<file path="config.mk">
export PLATFORM = sky130hd
export DESIGN_NAME = decode_stage
export DESIGN_NICKNAME = d
export VERILOG_FILES = /design/src/rtl/decode_stage.sv
export SDC_FILE = /design/constraint.sdc
export NUM_CORES = 1
export LEC_CHECK = 0
export ABC_AREA = 0
export CAP_MARGIN = 20
export CELL_PAD_IN_SITES_DETAIL_PLACEMENT = 1
export CELL_PAD_IN_SITES_GLOBAL_PLACEMENT = 1
export CORE_UTILIZATION = 49
export DETAILED_ROUTE_END_ITERATION = 12
export DONT_BUFFER_PORTS = 1
export PLACE_DENSITY_LB_ADDON = 0.12
export SYNTH_ARGS = -nofsm -noshare
export SYNTH_HDL_FRONTEND = slang
export SYNTH_SLANG_ARGS = --single-unit
</file>
<file path="constraint.sdc">
create_clock -name clk -period 7.15 [get_ports clk]
set_input_delay 0.715 -clock clk [delete_from_list [all_inputs] [get_ports clk]]
set_output_delay 0.715 -clock clk [all_outputs]
set_load 0.1 [all_outputs]
</file>
<file path="src/rtl/decode_stage.sv">
// decode_stage: registered RV32I decode stage with valid/ready on both sides and an illegal-instruction TRAP state.
// Define DECODE_MEXT_EN to decode the M extension (R-type funct7 0x01); otherwise those encodings are illegal.
module decode_stage #(
   parameter int XLEN = 32
) (
   input  logic            clk,
   input  logic            reset,
   input  logic            flush,
   input  logic            in_valid,
   output logic            in_ready,
   input  logic [31:0]     in_instr,
   input  logic [XLEN-1:0] in_pc,
   output logic            out_valid,
   input  logic            out_ready,
   output logic [XLEN-1:0] out_pc,
   output logic            MemtoReg,
   output logic            RegWrite,
   output logic            MemWrite,
   output logic            MemRead,
   output logic            Jump,
   output logic            JALR,
   output logic            Branch,
   output logic [4:0]      ALUCode,
   output logic            ALUSrcA,
   output logic [1:0]      ALUSrcB,
   output logic [2:0]      BrFunct3,
   output logic [2:0]      MemSize,
   output logic [4:0]      rs1,
   output logic [4:0]      rs2,
   output logic [4:0]      rd,
   output logic [XLEN-1:0] Imm,
   output logic [XLEN-1:0] offset,
   output logic            illegal
);

   localparam logic [6:0] OP_R      = 7'b0110011;
   localparam logic [6:0] OP_I      = 7'b0010011;
   localparam logic [6:0] OP_LOAD   = 7'b0000011;
   localparam logic [6:0] OP_STORE  = 7'b0100011;
   localparam logic [6:0] OP_BRANCH = 7'b1100011;
   localparam logic [6:0] OP_JAL    = 7'b1101111;
   localparam logic [6:0] OP_JALR   = 7'b1100111;
   localparam logic [6:0] OP_LUI    = 7'b0110111;
   localparam logic [6:0] OP_AUIPC  = 7'b0010111;

   typedef enum logic {RUN = 1'b0, TRAP = 1'b1} state_t;

   typedef struct packed {
      logic            mem_to_reg;
      logic            reg_write;
      logic            mem_write;
      logic            mem_read;
      logic            jump;
      logic            jalr;
      logic            branch;
      logic [4:0]      alu_code;
      logic            alu_src_a;
      logic [1:0]      alu_src_b;
      logic [2:0]      br_funct3;
      logic [2:0]      mem_size;
      logic [XLEN-1:0] imm;
      logic [XLEN-1:0] offset;
      logic            illegal;
   } ctrl_t;

   // alt selects sub/sra; the caller only raises it where bit30 is a real opcode bit
   function automatic logic [4:0] alu_rv(input logic [2:0] f3, input logic alt);
      case (f3)
         3'b000:  alu_rv = alt ? 5'd1 : 5'd0;
         3'b001:  alu_rv = 5'd6;
         3'b010:  alu_rv = 5'd9;
         3'b011:  alu_rv = 5'd10;
         3'b100:  alu_rv = 5'd4;
         3'b101:  alu_rv = alt ? 5'd8 : 5'd7;
         3'b110:  alu_rv = 5'd5;
         3'b111:  alu_rv = 5'd3;
         default: alu_rv = 5'd0;
      endcase
   endfunction

   state_t          state_r;
   logic            valid_r;
   ctrl_t           ctrl_r;
   ctrl_t           dec_s;
   logic [XLEN-1:0] pc_r;
   logic [4:0]      rs1_r, rs2_r, rd_r;
   logic            illegal_s;
   logic            accept_s;
   logic [6:0]      opcode_s, funct7_s;
   logic [2:0]      funct3_s;
   logic [XLEN-1:0] imm_i_s, imm_s_s, imm_b_s, imm_j_s, imm_u_s, shamt_s;

   assign opcode_s = in_instr[6:0];
   assign funct3_s = in_instr[14:12];
   assign funct7_s = in_instr[31:25];
   assign imm_i_s  = XLEN'($signed(in_instr[31:20]));
   assign imm_s_s  = XLEN'($signed({in_instr[31:25], in_instr[11:7]}));
   assign imm_b_s  = XLEN'($signed({in_instr[31], in_instr[7], in_instr[30:25], in_instr[11:8], 1'b0}));
   assign imm_j_s  = XLEN'($signed({in_instr[31], in_instr[19:12], in_instr[20], in_instr[30:21], 1'b0}));
   assign imm_u_s  = XLEN'($signed({in_instr[31:12], 12'h000}));
   assign shamt_s  = XLEN'(in_instr[24:20]);

   assign in_ready = (state_r == RUN) & ~flush & (~valid_r | out_ready);
   assign accept_s = in_valid & in_ready;

   // Combinational decode of the incoming word; an illegal word keeps only the illegal flag.
   always_comb begin
      dec_s     = '0;
      illegal_s = 1'b0;
      case (opcode_s)
         OP_R: begin
            dec_s.reg_write = 1'b1;
            dec_s.alu_code  = alu_rv(funct3_s, in_instr[30]);
            if (funct7_s == 7'h00) begin
               illegal_s = 1'b0;
            end else if (funct7_s == 7'h20) begin
               illegal_s = (funct3_s != 3'b000) && (funct3_s != 3'b101);
`ifdef DECODE_MEXT_EN
            end else if (funct7_s == 7'h01) begin
               dec_s.alu_code = {2'b10, funct3_s};
`endif
            end else begin
               illegal_s = 1'b1;
            end
         end
         OP_I: begin
            dec_s.reg_write = 1'b1;
            dec_s.alu_src_b = 2'b01;
            dec_s.alu_code  = alu_rv(funct3_s, (funct3_s == 3'b101) & in_instr[30]);
            if (funct3_s == 3'b001) begin
               dec_s.imm = shamt_s;
               illegal_s = (funct7_s != 7'h00);
            end else if (funct3_s == 3'b101) begin
               dec_s.imm = shamt_s;
               illegal_s = (funct7_s != 7'h00) && (funct7_s != 7'h20);
            end else begin
               dec_s.imm = imm_i_s;
            end
         end
         OP_LOAD: begin
            dec_s.mem_to_reg = 1'b1;
            dec_s.mem_read   = 1'b1;
            dec_s.reg_write  = 1'b1;
            dec_s.alu_src_b  = 2'b01;
            dec_s.imm        = imm_i_s;
            dec_s.mem_size   = funct3_s;
            illegal_s = (funct3_s == 3'b011) || (funct3_s == 3'b110) || (funct3_s == 3'b111);
         end
         OP_STORE: begin
            dec_s.mem_write = 1'b1;
            dec_s.alu_src_b = 2'b01;
            dec_s.imm       = imm_s_s;
            dec_s.mem_size  = funct3_s;
            illegal_s = (funct3_s > 3'b010);
         end
         OP_BRANCH: begin
            dec_s.branch    = 1'b1;
            dec_s.alu_code  = 5'd1;
            dec_s.br_funct3 = funct3_s;
            dec_s.offset    = imm_b_s;
            illegal_s = (funct3_s == 3'b010) || (funct3_s == 3'b011);
         end
         OP_JAL: begin
            dec_s.jump      = 1'b1;
            dec_s.reg_write = 1'b1;
            dec_s.alu_src_a = 1'b1;
            dec_s.alu_src_b = 2'b10;
            dec_s.offset    = imm_j_s;
         end
         OP_JALR: begin
            dec_s.jump      = 1'b1;
            dec_s.jalr      = 1'b1;
            dec_s.reg_write = 1'b1;
            dec_s.alu_src_a = 1'b1;
            dec_s.alu_src_b = 2'b10;
            dec_s.offset    = imm_i_s;
            illegal_s = (funct3_s != 3'b000);
         end
         OP_LUI: begin
            dec_s.reg_write = 1'b1;
            dec_s.alu_code  = 5'd2;
            dec_s.alu_src_b = 2'b01;
            dec_s.imm       = imm_u_s;
         end
         OP_AUIPC: begin
            dec_s.reg_write = 1'b1;
            dec_s.alu_src_a = 1'b1;
            dec_s.alu_src_b = 2'b01;
            dec_s.imm       = imm_u_s;
         end
         default: begin
            illegal_s = 1'b1;
         end
      endcase
      if (illegal_s || (in_instr[1:0] != 2'b11)) begin
         dec_s         = '0;
         dec_s.illegal = 1'b1;
      end else begin
         dec_s.illegal = 1'b0;
      end
   end

   // Stage register and RUN/TRAP state; flush outranks accept and drain.
   always_ff @(posedge clk or posedge reset) begin
      if (reset) begin
         state_r <= RUN;
         valid_r <= 1'b0;
         ctrl_r  <= '0;
         pc_r    <= '0;
         rs1_r   <= 5'd0;
         rs2_r   <= 5'd0;
         rd_r    <= 5'd0;
      end else if (flush) begin
         state_r <= RUN;
         valid_r <= 1'b0;
      end else if (accept_s) begin
         valid_r <= 1'b1;
         ctrl_r  <= dec_s;
         pc_r    <= in_pc;
         rs1_r   <= in_instr[19:15];
         rs2_r   <= in_instr[24:20];
         rd_r    <= in_instr[11:7];
         state_r <= dec_s.illegal ? TRAP : RUN;
      end else if (out_ready) begin
         valid_r <= 1'b0;
      end
   end

   assign out_valid = valid_r;
   assign out_pc    = pc_r;
   assign MemtoReg  = ctrl_r.mem_to_reg;
   assign RegWrite  = ctrl_r.reg_write;
   assign MemWrite  = ctrl_r.mem_write;
   assign MemRead   = ctrl_r.mem_read;
   assign Jump      = ctrl_r.jump;
   assign JALR      = ctrl_r.jalr;
   assign Branch    = ctrl_r.branch;
   assign ALUCode   = ctrl_r.alu_code;
   assign ALUSrcA   = ctrl_r.alu_src_a;
   assign ALUSrcB   = ctrl_r.alu_src_b;
   assign BrFunct3  = ctrl_r.br_funct3;
   assign MemSize   = ctrl_r.mem_size;
   assign rs1       = rs1_r;
   assign rs2       = rs2_r;
   assign rd        = rd_r;
   assign Imm       = ctrl_r.imm;
   assign offset    = ctrl_r.offset;
   assign illegal   = ctrl_r.illegal;

endmodule
</file>
==> flow_metrics.tcl, run 1 <==
set metrics [dict create \
    run_status "complete, no violations" \
    n_fill_cell 1158 \
    yosysMostFrequentCell "nand2_1" \
    nets 613 \
    fin_skew_ns 0.00853 \
    wl_per_cell_um 21.9 \
    ys_seq_elements 121 \
    crit_required_ns 7.58 \
    die_area_um2 11100 \
    r2r_start "out_valid" \
    hold_path_class "in2async" \
    maxCapViolCount 0 \
    grt_pass1_wl_mm 24.3 \
    coreArea_um2 10300 \
    worstPathArrival_ns 3.69 \
    drt-total-wl_mm 15.2 \
    cts_sinks 121 \
    synth_top_cells_by_area "dfrtp_1 (58%), nand2_1 (15%), o21ai_0 (4.0%), a21oi_1 (3.6%), a22o_1 (2.7%)" \
    stdcell_count 692 \
    syn_nets 641 \
    fin_total_pwr_mw 2.34 \
    slew_viol_final 0 \
    drt_first_iter_violations 271 \
    dp_cells 661 \
    yosys.area.top_type_share 0.580 \
    fin_crit_ns 3.26 \
    h-tree-depth 4 \
    antenna_left 0 \
    antenna_found_initial 0 \
    met2_usage 0.488 \
    worst_slack_ns 3.89 \
    synth_common_cells "nand2_1 (204), dfrtp_1 (121), o21ai_0 (42)" \
    setup-violations-final 0 \
    slew_headroom 0.196 \
    synth_largest_area_cell "dfrtp_1" \
    dpl.hpwl_mm 9.84 \
    synthCells 572 \
    timing.final.hold_violations 0 \
    ys_async_sr_fraction 1.00 \
    vias_per_cell 5.97 \
    drive_gt1_frac 0.0845 \
    gp_congestion 0.812 \
    grt_start_max_net_pins 93 \
    io_buffers 0 \
    initial_utilization 0.506 \
    grt.met1_usage 0.321 \
    worst_setup_path_start_kind "flop" \
    crit_start "out_valid" \
    synth-main-ff-cell "dfrtp_1" \
    ys_types 49 \
    clockBufferDepth 2 \
    die_w_um 105 \
    yosys_warnings 0 \
    cts-resized-gates 0 \
    die_y_um 105 \
    regArea_um2 3030 \
    critical_path.endpoint_type "flop" \
    track_usage 0.288 \
    drtPass1Iterations 4 \
    fin_crit_sh 0.456 \
    fmax_ghz 0.307 \
    netlist_area_um2 5220 \
    powerDensity_nw_per_um2 399 \
    cts_tree "done" \
    fin_util 0.569 \
    gr-total-overflow 0 \
    path_max_fanout 33 \
    grt_pass1_vias 4578 \
    met3_usage 0.113 \
    cts_setup_buffers 0 \
    grt_busiest_layer "met2" \
    num_antenna_cells 0 \
    via_count 4131 \
    multi_input_area_um2 1920 \
    worst_pin_slew_ns 1.20 \
    cts_buffers 17 \
    clock_tree.root_cell "clkbuf_8" \
    rsz0062_at_grt "no" \
    placed_area_um2 5230 \
    pin_count 204 \
    p_leak_nw 2.79 \
    synth_edf_count 0 \
    yosysSeqAreaShare 0.580 \
    num_rows 37 \
    clk_pin_slew_ns 0.06 \
    finalSetupTns_ns 0 \
    dp_slack_ns 3.92 \
    insertion_delay_ns 0.52 \
    timing.reg2reg.setup_slack_ns 3.89 \
    drc_errors 0 \
    ctsHoldBuffers 0 \
    syn_to_final_growth_pct 12.5 \
    critPathKind "reg2reg" \
    ir_worst_vdd_v 0.000232 \
    final_area_um2 5870 \
    postSynthAreaPerCell_um2 9.13 \
    hold_ws_ns 0.178 \
]
[cell families after synthesis]
logic type             synth area share
AND/OR/NAND/NOR                   0.207
AO/OA/AOI/OAI                     0.153
flip-flops                        0.580
buffers and inverters            0.0551
XOR/XNOR                        0.00168
multiplexers                    0.00192
other                          0.000718
[critical path: stages, from the launching register on]
cell      delay, ns
dfrtp_1        0.73
nor2b_1        0.32
nor3_2         0.32
nand2_4        0.31
a2111o_1       0.68
or2_1          0.51
o21ai_0        0.29
[power by group]
part / switching, mW / internal [mW] / total, mW
registers: 0.536 / 0.739 / 1.27
clock network: 0.299 / 0.635 / 0.934
logic: 0.0939 / 0.0427 / 0.137
[cell type report]
| type | instances | share of cell area |
|---|---|---|
| sequential | 121 | 0.517 |
| clock buffer | 23 | 0.0812 |
| clock inverter | 8 | 0.0281 |
| timing repair buffer | 5 | 0.0128 |
| multi-input combinational | 391 | 0.327 |
| tap | 136 | 0.0290 |
| inverter | 8 | 0.00554 |
[routing by layer]
| metal | wire (µm) | part of all wire |
|---|---|---|
| met5 | 0 | 0 |
| met4 | 387 | 0.025 |
| met3 | 1280 | 0.084 |
| met2 | 7680 | 0.51 |
| met1 | 5840 | 0.38 |
[cells in the final DEF, fill, tap and decap left out, types with 3 or more instances in the layout]
cell,count
and3_1,7
nand2_1,203
o21ai_1,9
clkinv_2,3
nor2_1,9
dfrtp_1,118
clkbuf_8,5
inv_1,7
nor2b_1,4
o31ai_1,7
nand3_1,5
nor3_2,4
clkbuf_16,17
a22o_1,16
a21oi_1,38
bufinv_16,5
a22oi_1,4
a21o_1,3
nor3_1,6
o21ai_0,42
buf_4,3
[final timing paths]
path / to / cells past startpoint
worst max-delay path: offset[17] / 6
worst min-delay path: offset[17] / 1
worst max register to register: offset[17] / 6
worst min register to register: state_r / 1
max in group asynchronous: offset[8] / 2
min in group clk: rd[0] / 2
[state kept, by name, indices dropped and copies added (netlist names), 3 cells and up]
signal,cells
Imm,32
out_pc,32
offset,21
rd,5
rs1,5
rs2,5
ALUCode,4
BrFunct3,3
MemSize,3
Power figures use the tool's default switching activity.
==> run 2: changes to the inputs <==
ABC_AREA = 1   (was 0)
CORE_UTILIZATION = 45   (was 49)
clock period = 3.14 ns   (was 7.15 ns; I/O delays follow)
==> run 2 against run 1 <==
  * Utilization down 5.6 points
  * Global-route usage down 2.3 points
  * Sequential share of layout area down 4.6 points
  * Flip-flop and latch count unchanged
  * Highest routed layer unchanged
==> flow_metrics.tcl, run 2 <==
set metrics [dict create \
    setup-violations-final 0 \
    cts_sinks 121 \
    holdPathStages 2 \
    final_common_cell "nand2_1" \
    fin_crit_ns 1.97 \
    hold_end "out_pc[2]" \
    drc_errors 0 \
    clk_pin_slew_ns 0.05 \
    syn_nets 811 \
    wl_met1_mm 6.91 \
    netlist_area_um2 5770 \
    cts_tree "done" \
    crit_required_ns 3.48 \
    timing.reg2reg.setup_slack_ns 1.17 \
    wl_met3_mm 1.26 \
    timing.final.hold_violations 0 \
    insertion_delay_ns 0.41 \
    cts_buffers 17 \
    yosysSeqAreaShare 0.524 \
    syn_to_final_growth_pct 11.5 \
    h-tree-depth 4 \
    wl_per_cell_um 18.7 \
    dpl.hpwl_mm 12.2 \
    ir_worst_vdd_v 0.000326 \
    finalSetupTns_ns 0 \
    num_rows 41 \
    final_area_um2 6440 \
    critPathKind "reg2reg" \
    postSynthAreaPerCell_um2 7.78 \
    r2r-end "MemSize[1]" \
    placed_area_um2 5850 \
    antenna_left 0 \
    grt_pass1_vias 4975 \
    io_buffers 0 \
    die_y_um 115 \
    highest_layer "met4" \
    initial_utilization 0.459 \
    rsz0062_at_grt "no" \
    worst_pin_slew_ns 0.979 \
    ctsHoldBuffers 0 \
    grt_start_max_net_pins 101 \
    grt_pass1_wl_mm 26.6 \
    die_area_um2 13300 \
    num_antenna_cells 0 \
    fin_crit_sh 0.627 \
    gr-total-overflow 0 \
    drt-total-wl_mm 17.0 \
    synth_top_cells_by_area "dfrtp_1 (52%), nand2_1 (22%), nand4_1 (6.6%), nor2_1 (2.7%), inv_1 (2.5%)" \
    p_leak_nw 3.50 \
    vias_per_cell 5.39 \
    pin_count 204 \
    hold_ws_ns 0.0143 \
    r2r_cells 8 \
    gp_congestion 0.850 \
    cts_setup_buffers 0 \
    crit_start "state_r" \
    run_status "complete, no violations" \
    critical_path.endpoint_type "flop" \
    met2_length_mm 8.45 \
    coreArea_um2 12600 \
    clockBufferDepth 2 \
    track_usage 0.266 \
    drive_gt1_frac 0.0925 \
    yosysMostFrequentCell "nand2_1" \
    yosys.area.top_type_share 0.524 \
    slew_headroom 0.347 \
    fmax_ghz 0.508 \
    die_w_um 115 \
    synth-main-ff-cell "dfrtp_1" \
    antenna_found_initial 0 \
    slew_viol_final 0 \
    synthCells 742 \
    powerDensity_nw_per_um2 781 \
    hold_path_class "in2reg" \
    worstPathArrival_ns 2.31 \
    cts-resized-gates 0 \
    ys_seq_elements 121 \
    r2r_start "state_r" \
    ys_types 26 \
    synth_largest_area_cell "dfrtp_1" \
    path_max_fanout 47 \
    ys_async_sr_fraction 1.00 \
    synth_edf_count 0 \
    drt_first_iter_violations 263 \
    drtPass1Iterations 4 \
    worst_setup_path_start_kind "flop" \
    clock_tree.root_cell "clkbuf_16" \
    via_count 4886 \
    min_from "in_pc[2]" \
    synth_common_cells "nand2_1 (332), dfrtp_1 (121), nand4_1 (61)" \
    yosys_warnings 0 \
    fin_skew_ns 0.00543 \
    mostFrequentLayoutCells "nand2_1 (331), dfrtp_1 (118), nand4_1 (61)" \
    maxCapViolCount 0 \
    nets 791 \
]
-- run 2: cell types whose count changed after synthesis, moves of 10 or more --
cell | previous run | this run
nand2_1 | 204 | 332
nand4_1 | 1 | 61
a21oi_1 | 38 | 1
nor2_1 | 9 | 42
inv_1 | 8 | 38
o21ai_0 | 42 | 25
a22o_1 | 16 | 0
clkbuf_1 | 34 | 19
buf_2 | 2 | 12
inv_2 | 0 | 10
-- run 2: report_power, final --
| part | internal, mW | switching (mW) | leakage (nW) |
|---|---|---|---|
| sequential | 1.68 | 1.16 | 1.61 |
| combinational | 0.0974 | 0.251 | 1.62 |
| clock | 1.17 | 0.679 | 0.277 |
-- run 2: layer usage --
metal,vias to the layer above,global-route usage
met2,154,0.459
li1,2322,-
met5,-,0
met3,25,0.0817
met4,0,0.106
met1,2385,0.308
-- run 2: cell type report --
cell class              count  area [µm²]
repair buffers             15         173
flip-flops and latches    121        3030
inverters                  49         188
fillers                  1545        6130
clock buffers              25         495
multi-input cells         518        2270
well taps                 172         215
clock inverters             7        66.3
-- run 2: cells by family (layout without fill, tap and decap cells) --
logic type,Yosys count,in the layout,share of synthesized area
buffers and inverters,103,96,0.0839
AO/OA/AOI/OAI,55,55,0.0531
AND/OR/NAND/NOR,462,462,0.338
other,1,1,0.000649
flip-flops,121,121,0.524
-- run 2: how the worst max path moves through the flow --
| stage | to | slack, ns |
|---|---|---|
| after floorplan | out_pc[0] | 0.38 |
| after global placement | offset[30] | 1.04 |
| after detailed placement | illegal | 0.89 |
| after CTS | offset[1] | 1.19 |
| after global routing | offset[2] | 0.98 |
| final | MemSize[1] | 1.17 |
-- run 2: through the flow --
stage               setup WS (ns)  std cells  utilization  total power, mW
floorplan                   0.375        742            -             3.11
global placement             1.04        873        0.465             3.19
detailed placement          0.893        873        0.465             3.22
CTS                          1.19        905        0.510             5.07
global route                0.981        907        0.512             5.21
finish                       1.17        907        0.512             5.03
-- run 2: critical path: stages, from the launching register on --
cell,delay [ns]
dfrtp_1,0.37
nor2_1,0.12
nand2_1,0.06
inv_1,0.11
nand2_4,0.10
inv_2,0.29
buf_4,0.49
nand4_1,0.21
nand2_1,0.09
